File: config.mk
export PLATFORM = sky130hd
export DESIGN_NAME = esn_sequencer
export DESIGN_NICKNAME = d
export VERILOG_FILES = /design/src/rtl/esn_sequencer.sv
export SDC_FILE = /design/constraint.sdc
export NUM_CORES = 1
export LEC_CHECK = 0
export ABC_AREA = 1
export CAP_MARGIN = 15
export CORE_AREA = 8 8 76 128
export CTS_BUF_LIST = sky130_fd_sc_hd__clkbuf_2
export DETAILED_ROUTE_END_ITERATION = 12
export DIE_AREA = 0 0 84 136
export PLACE_DENSITY = 0.73
export REMOVE_ABC_BUFFERS = 1
export SKIP_CTS_REPAIR_TIMING = 1
export SLEW_MARGIN = 30
export SYNTH_ARGS = -nofsm -noshare
export SYNTH_HDL_FRONTEND = slang
export SYNTH_SLANG_ARGS = --single-unit
export TNS_END_PERCENT = 50
File: constraint.sdc
create_clock -name iClk -period 6.1 [get_ports iClk]
set_input_delay 0.61 -clock iClk [delete_from_list [all_inputs] [get_ports iClk]]
set_output_delay 0.61 -clock iClk [all_outputs]
set_load 0.02 [all_outputs]
File: src/rtl/esn_sequencer.sv
// Run sequencer for the integer echo state network: steps NUM_STAGES reservoir layers, then the readout, for N time steps per run.
// Outputs are registered; each phase waits on its unit's ready, with abort and a per-phase watchdog.
module esn_sequencer #(
  parameter int NUM_STAGES = 2,
  parameter int STEP_W     = 16,
  parameter int TIMEOUT_W  = 8,
  parameter int TIMEOUT_EN = 1,
  localparam int SW        = (NUM_STAGES > 1) ? $clog2(NUM_STAGES) : 1
) (
  input  logic                  iClk,
  input  logic                  iRst_n,
  input  logic                  iStart,
  input  logic                  iAbort,
  input  logic [STEP_W-1:0]     iNumSteps,
  input  logic [NUM_STAGES-1:0] iResRdy,
  input  logic                  iIntRdy,
  output logic [NUM_STAGES-1:0] oEnReserv,
  output logic                  oEnInterpreter,
  output logic [SW-1:0]         oStage,
  output logic [STEP_W-1:0]     oStep,
  output logic                  oBusy,
  output logic                  oDone,
  output logic                  oTimeout
);

  typedef enum logic [2:0] {
    S_IDLE   = 3'd0,
    S_RES    = 3'd1,
    S_INTERP = 3'd2,
    S_DONE   = 3'd3,
    S_ERR    = 3'd4
  } state_t;

  localparam logic [SW-1:0]        LAST_STAGE = SW'(NUM_STAGES - 1);
  // Last watchdog value before expiry: the phase has then waited 2^TIMEOUT_W-1 cycles.
  localparam logic [TIMEOUT_W-1:0] WD_LAST    = {{(TIMEOUT_W-1){1'b1}}, 1'b0};

  state_t                  state_q, state_d;
  logic [SW-1:0]           stage_q, stage_d;
  logic [STEP_W-1:0]       step_q, step_d;
  logic [STEP_W-1:0]       num_q, num_d;
  logic [TIMEOUT_W-1:0]    wd_q, wd_d;
  logic [NUM_STAGES-1:0]   en_res_q, en_res_d;
  logic                    en_int_q, en_int_d;
  logic                    busy_q, busy_d;
  logic                    done_q, done_d;
  logic                    timeout_q, timeout_d;
  logic                    res_rdy;
  logic                    expire;

  assign res_rdy = iResRdy[stage_q];
  assign expire  = (TIMEOUT_EN != 0) && (wd_q == WD_LAST);

  always_ff @(posedge iClk or negedge iRst_n) begin
    if (!iRst_n) begin
      state_q   <= S_IDLE;
      stage_q   <= '0;
      step_q    <= '0;
      num_q     <= '0;
      wd_q      <= '0;
      en_res_q  <= '0;
      en_int_q  <= 1'b0;
      busy_q    <= 1'b0;
      done_q    <= 1'b0;
      timeout_q <= 1'b0;
    end else begin
      state_q   <= state_d;
      stage_q   <= stage_d;
      step_q    <= step_d;
      num_q     <= num_d;
      wd_q      <= wd_d;
      en_res_q  <= en_res_d;
      en_int_q  <= en_int_d;
      busy_q    <= busy_d;
      done_q    <= done_d;
      timeout_q <= timeout_d;
    end
  end

  always_comb begin
    state_d   = state_q;
    stage_d   = stage_q;
    step_d    = step_q;
    num_d     = num_q;
    wd_d      = wd_q;
    timeout_d = timeout_q;
    case (state_q)
      S_IDLE, S_ERR: begin
        if (iStart) begin
          num_d     = iNumSteps;
          timeout_d = 1'b0;
          stage_d   = '0;
          step_d    = '0;
          wd_d      = '0;
          state_d   = (iNumSteps == '0) ? S_DONE : S_RES;
        end
      end
      S_RES: begin
        if (iAbort) begin
          state_d = S_IDLE;
        end else if (res_rdy) begin
          wd_d = '0;
          if (stage_q == LAST_STAGE) state_d = S_INTERP;
          else                       stage_d = stage_q + SW'(1);
        end else if (expire) begin
          state_d   = S_ERR;
          timeout_d = 1'b1;
        end else begin
          wd_d = wd_q + TIMEOUT_W'(1);
        end
      end
      S_INTERP: begin
        if (iAbort) begin
          state_d = S_IDLE;
        end else if (iIntRdy) begin
          wd_d = '0;
          if (step_q + STEP_W'(1) == num_q) begin
            state_d = S_DONE;
          end else begin
            state_d = S_RES;
            stage_d = '0;
            step_d  = step_q + STEP_W'(1);
          end
        end else if (expire) begin
          state_d   = S_ERR;
          timeout_d = 1'b1;
        end else begin
          wd_d = wd_q + TIMEOUT_W'(1);
        end
      end
      S_DONE:  state_d = S_IDLE;
      default: state_d = S_IDLE;
    endcase

    // Output registers are loaded from the next state so every output is a flop.
    en_res_d = (state_d == S_RES) ? (NUM_STAGES'(1) << stage_d) : '0;
    en_int_d = (state_d == S_INTERP);
    busy_d   = (state_d == S_RES) || (state_d == S_INTERP);
    done_d   = (state_d == S_DONE);
  end

  assign oEnReserv      = en_res_q;
  assign oEnInterpreter = en_int_q;
  assign oStage         = stage_q;
  assign oStep          = step_q;
  assign oBusy          = busy_q;
  assign oDone          = done_q;
  assign oTimeout       = timeout_q;

endmodule

* Word level (Yosys, flattened, before mapping) *
Index checks and enable logic that the tools add are counted.

operators by class
  add/subtract/negate cells = 3
  order comparisons = 1
  equality and inequality tests = 15
  shift-type cells = 1
  mux-type cells = 40
  reduce and logical (&&, ||, !) cells = 10

operator list
  cell                                                                          number
  16-bit 2-to-1 mux                                                             4
  8-bit 2-to-1 mux                                                              6
  16-bit case mux with 2 select lines                                           1
  8-bit case mux with 3 select lines                                            1
  3-bit 2-to-1 mux                                                              7
  16-bit by 1-bit adder with 16-bit output, second input constant               1
  16-bit equality test                                                          1
  16-bit logical NOT                                                            1
  1-bit 2-to-1 mux                                                              15
  2-bit inequality test, second input constant                                  7
  3-bit by 2-bit equality test with 1-bit output, second input constant         3
  3-bit case mux with 3 select lines                                            1
  8-bit by 1-bit adder with 8-bit output, second input constant                 1
  8-bit equality test, second input constant                                    1
  3-bit by 1-bit equality test with 1-bit output, second input constant         2
  2-bit 2-to-1 mux                                                              3
  1-bit case mux with 3 select lines                                            2
  6-bit AND reduction                                                           1
  5-bit AND reduction                                                           1
  4-bit AND reduction                                                           1
  3-bit equality test, second input constant                                    1
  3-bit logical NOT                                                             1
  3-bit nonzero test                                                            1
  1-bit by 2-bit less-than comparator with 1-bit output, second input constant  1
  other kinds (6)                                                               6

word-level totals
  bits in registers = 50
  input port bits = 23
  output and inout bits = 23
  word-level logic and storage cells = 80

* Logic depth before layout (Yosys ltp) *
  depth in word-level cells = 8
  depth in mapped cells = 19

* Worst setup path after synthesis *
OpenSTA, ideal clock, no wires.

  path type = reg2reg
  start = register step_q[0] (netlist: oStep[0])
  end = register step_q[2] (netlist: oStep[2])
  library setup time = 0.118 ns
  arrival = 2.077 ns
  data required time = 5.982 ns
  slack = 3.905 ns
  cell stages (with the launch flop) = 17
  clock period less this slack = 2.195 ns
  cell sequence = dfrtp_1 > ha_1 > nand2_2 > nor2_8 > nand3_1 > nand2_1 > nand2_1 > xnor2_1 > nand2_1 > nor2_2 > nand2_2 > nand2_2 > nand2_4 > nand3_4 > buf_12 > nand2_1 > nand2_1

on the way
  cells in the longest elaborated chain, start to end = 5

ends and longest elaborated chain
  what                                                          RTL line  RTL
  start, declared                                               40        logic [STEP_W-1:0] step_q, step_d;
  start signal, assigned                                        69        step_q <= step_d;
  16-bit by 1-bit adder with 16-bit output (*)                  117, 122
  branches (longest 4 deep; another with 16-bit equality test)  -

Every way passes the cells marked *. The select of a mux whose other input is x is not followed.
A chain may end at the register's enable or synchronous reset.

* Final worst setup path *
  start = register step_q[0] (netlist: oStep[0])
  end = register step_q[3] (netlist: oStep[3])

The elaborated chain is that of the path after synthesis.

==> results.yml <==
grt:
  grt_pass1_wl_mm: 14.34
  grt_pass1_vias: 3121
  grt_max_degree: 51
  track_usage_pct: 15.54
  grt.overflow.total: 0
  antenna_found_initial: 1
yosys:
  mappedNetlistArea_sq_um: 3108
  synthMuxAreaShare_pct: 0
  synth_top_area_cell: "dfrtp_1"
  yosys_register_bits: 50
  synthTopCellsByArea: "dfrtp_1 (40%), nand2_1 (18%), inv_1 (7.4%)"
  synth_compound_area_share_pct: 7.407
  synth_top_area_share_pct: 40.26
  synth_cell_type_count: 33
  ys_seq_area_share_pct: 40.26
  synthAdderAreaFrac_pct: 1.208
  synth_simple_gate_area_share_pct: 39.73
  ys.warnings.count: 0
  synth_edf_count: 0
  synth_top_family_by_area: "simple AND/OR/NAND/NOR gates"
  yosys_most_used_dff: "dfrtp_1"
  postSynthAreaPerCell_sq_um: 7.064
  synthXorXnorAreaFrac_pct: 2.134
  async_reset_ff_share_pct: 100.0
  syn-instance-count: 440
job:
  cap_viol_max_count: 0
placement:
  portBuffers: 45
  gp_congestion: 0.9093
  dp_slack_ns: 3.388
  place_hpwl_mm: 6.679
clock_tree:
  cts_sinks: 50
  clk_pin_slew_ns: 0.29
  cts_made_buffers: 5
  insertion_delay_ns: 0.48
  clockBufferDepth: 2
  cts-htree-levels: 2
  tritoncts: "built"
  root_buffer: "clkbuf_2"
final_layout:
  final_cell_mix: "nand2_1 (147), inv_1 (61), dfrtp_1 (50), clkdlybuf4s50_1 (44), nor2_1 (34)"
  fillers: 822
  layout_commonest_cell: "nand2_1"
  nets: 512
  synthToLayoutAreaGrowth_pct: 18.60
  drive_above_1_share_pct: 7.187
sta:
  fin_crit_sh_pct: 43.44
  slew_headroom_pct: 47.13
  period_minus_slack_ns: 2.650
  fin_ws_ns: 3.450
  setup_viol: 0
  max_freq_mhz: 377.4
  hold_viol: 0
  fin_worst_skew_ns: 0.04568
  worst_pin_slew_ns: 0.7921
  slew_viol_final: 0
  finalSetupTns_ns: 0
  whs_ns: 0.1831
  rsz0062_at_grt: "false"
floorplanning:
  dieArea_sq_um: 11420
  ioPinCount: 46
  die_y_um: 136
  die_w_um: 84
  core-area_sq_um: 8093
  initial_core_util_pct: 38.40
  num_rows: 44
setup_path:
  crit_type: "reg2reg"
  worst_setup_path_start_kind: "flip-flop"
  crit_required_ns: 6.48
  cp_max_fo: 17
  arrival_ns: 3.03
  end_kind: "flip-flop"
power:
  vdd_drop_max_v: 0.0001820
  p_leak_uw: 0.001801
  power.density_nw_per_um2: 293.5
routing:
  ant_nets: 0
  drt_iter0_drc: 194
  viasPerCell: 5.200
  first_pass_iters: 4
  wl_per_cell_um: 14.84
  vias: 3016
  wl_mm: 8.605
  drc: 0
run_status:
  status: "finished clean"
min_path:
  min_path_type: "in2async"
## metal layers
layer  routed length (um)  GRT usage (%)  vias to the layer above
met2                 4917          29.43                       84
met5                    0              0                        -
met3                  324          2.879                       33
met1                 2915          14.26                     1402
li1                     -              -                     1497
met4                  447          11.49                        0
## area by class of cell
class	count	area, sq um	area share, %
Timing Repair Buffer	47	460.4	12.49
Antenna cell	1	2.502	0.06789
Tap cell	92	115.1	3.123
Clock buffer	5	25.02	0.6789
Sequential cell	50	1251	33.94
Inverter	64	240.2	6.517
Clock inverter	3	20.02	0.5431
Multi-Input combinational cell	318	1572	42.63
## where the power goes
group / internal (uW) / switching [uW] / leakage, uW
logic: 158 / 324 / 0.00111
clock network: 28.4 / 114 / 0.0000270
registers: 407 / 50.7 / 0.000661
## cells in the mapped netlist, types with 2 or more instances
| cell | number |
|---|---|
| nand2_1 | 147 |
| inv_1 | 61 |
| dfrtp_1 | 50 |
| nor2_1 | 35 |
| nand4_1 | 26 |
| nand3_1 | 24 |
| o21ai_0 | 18 |
| nand2_2 | 12 |
| a21oi_1 | 9 |
| o22ai_1 | 7 |
| clkbuf_1 | 6 |
| nor3_1 | 6 |
| nor2_2 | 4 |
| ha_1 | 3 |
| nand3b_1 | 3 |
| nor2_4 | 3 |
| nor4_1 | 3 |
| o21bai_1 | 3 |
| xor2_1 | 3 |
| a211oi_1 | 2 |
| clkinv_1 | 2 |
| xnor2_1 | 2 |
## registers in the layout, summed over array words and instances, names as in the netlist
signal / count
num_q: 16
oStep: 16
wd_q: 8
state_q: 3
oEnReserv: 2
oBusy: 1
oDone: 1
oEnInterpreter: 1
oStage: 1
oTimeout: 1
## final timing paths
check / depth (start not counted) / slack, ns / end / from
max: 16 / 3.45 / oStep[3]$_DFFE_PN0P_ / oStep[0]$_DFFE_PN0P_
min: 2 / 0.18 / oStep[9]$_DFFE_PN0P_ / iRst_n
max reg2reg: 16 / 3.45 / oStep[3]$_DFFE_PN0P_ / oStep[0]$_DFFE_PN0P_
min reg2reg: 2 / 0.56 / num_q[14]$_DFFE_PN0P_ / num_q[14]$_DFFE_PN0P_
max in group asynchronous: 2 / 5.44 / oEnInterpreter$_DFF_PN0_ / iRst_n
min in group iClk: 2 / 0.56 / num_q[14]$_DFFE_PN0P_ / num_q[14]$_DFFE_PN0P_
## logic make-up (layout without fill, tap and decap cells)
group           after synthesis  count (layout)
fa+ha+maj                     3               3
compound gates               41              41
xor+xnor                      6               6
flops                        50              50
buf+inv                      72             119
simple gates                268             268
other cells                   0               1
## worst max-delay path, stage by stage, from the launching register on
cell     delay [ns]
dfrtp_1        0.56
ha_1           0.26
nand3_1        0.12
nor2_1         0.28
nand3_1        0.12
nand2_1        0.10
nand2_1        0.07
nand2_1        0.06
nand2_1        0.05
nand2_1        0.07
nor2_2         0.04
nand2_2        0.09
nand2_2        0.07
nand2_4        0.21
nand3_4        0.25
nand2_1        0.14
nand2_1        0.08
## metrics by stage
stage | total power, uW | util, % | instance area (sq um) | std cells
4_1_cts | 1088 | 45.52 | 3684 | 579
3_5_place_dp | 946.5 | 44.96 | 3638 | 571
6_report | 1082 | 45.55 | 3686 | 580
5_1_grt | 1165 | 45.55 | 3686 | 580
2_1_floorplan | 774.5 | - | 3060 | 432
3_3_place_gp | 933.2 | 44.93 | 3636 | 571
No activity file was read; power rests on OpenSTA's default activity.
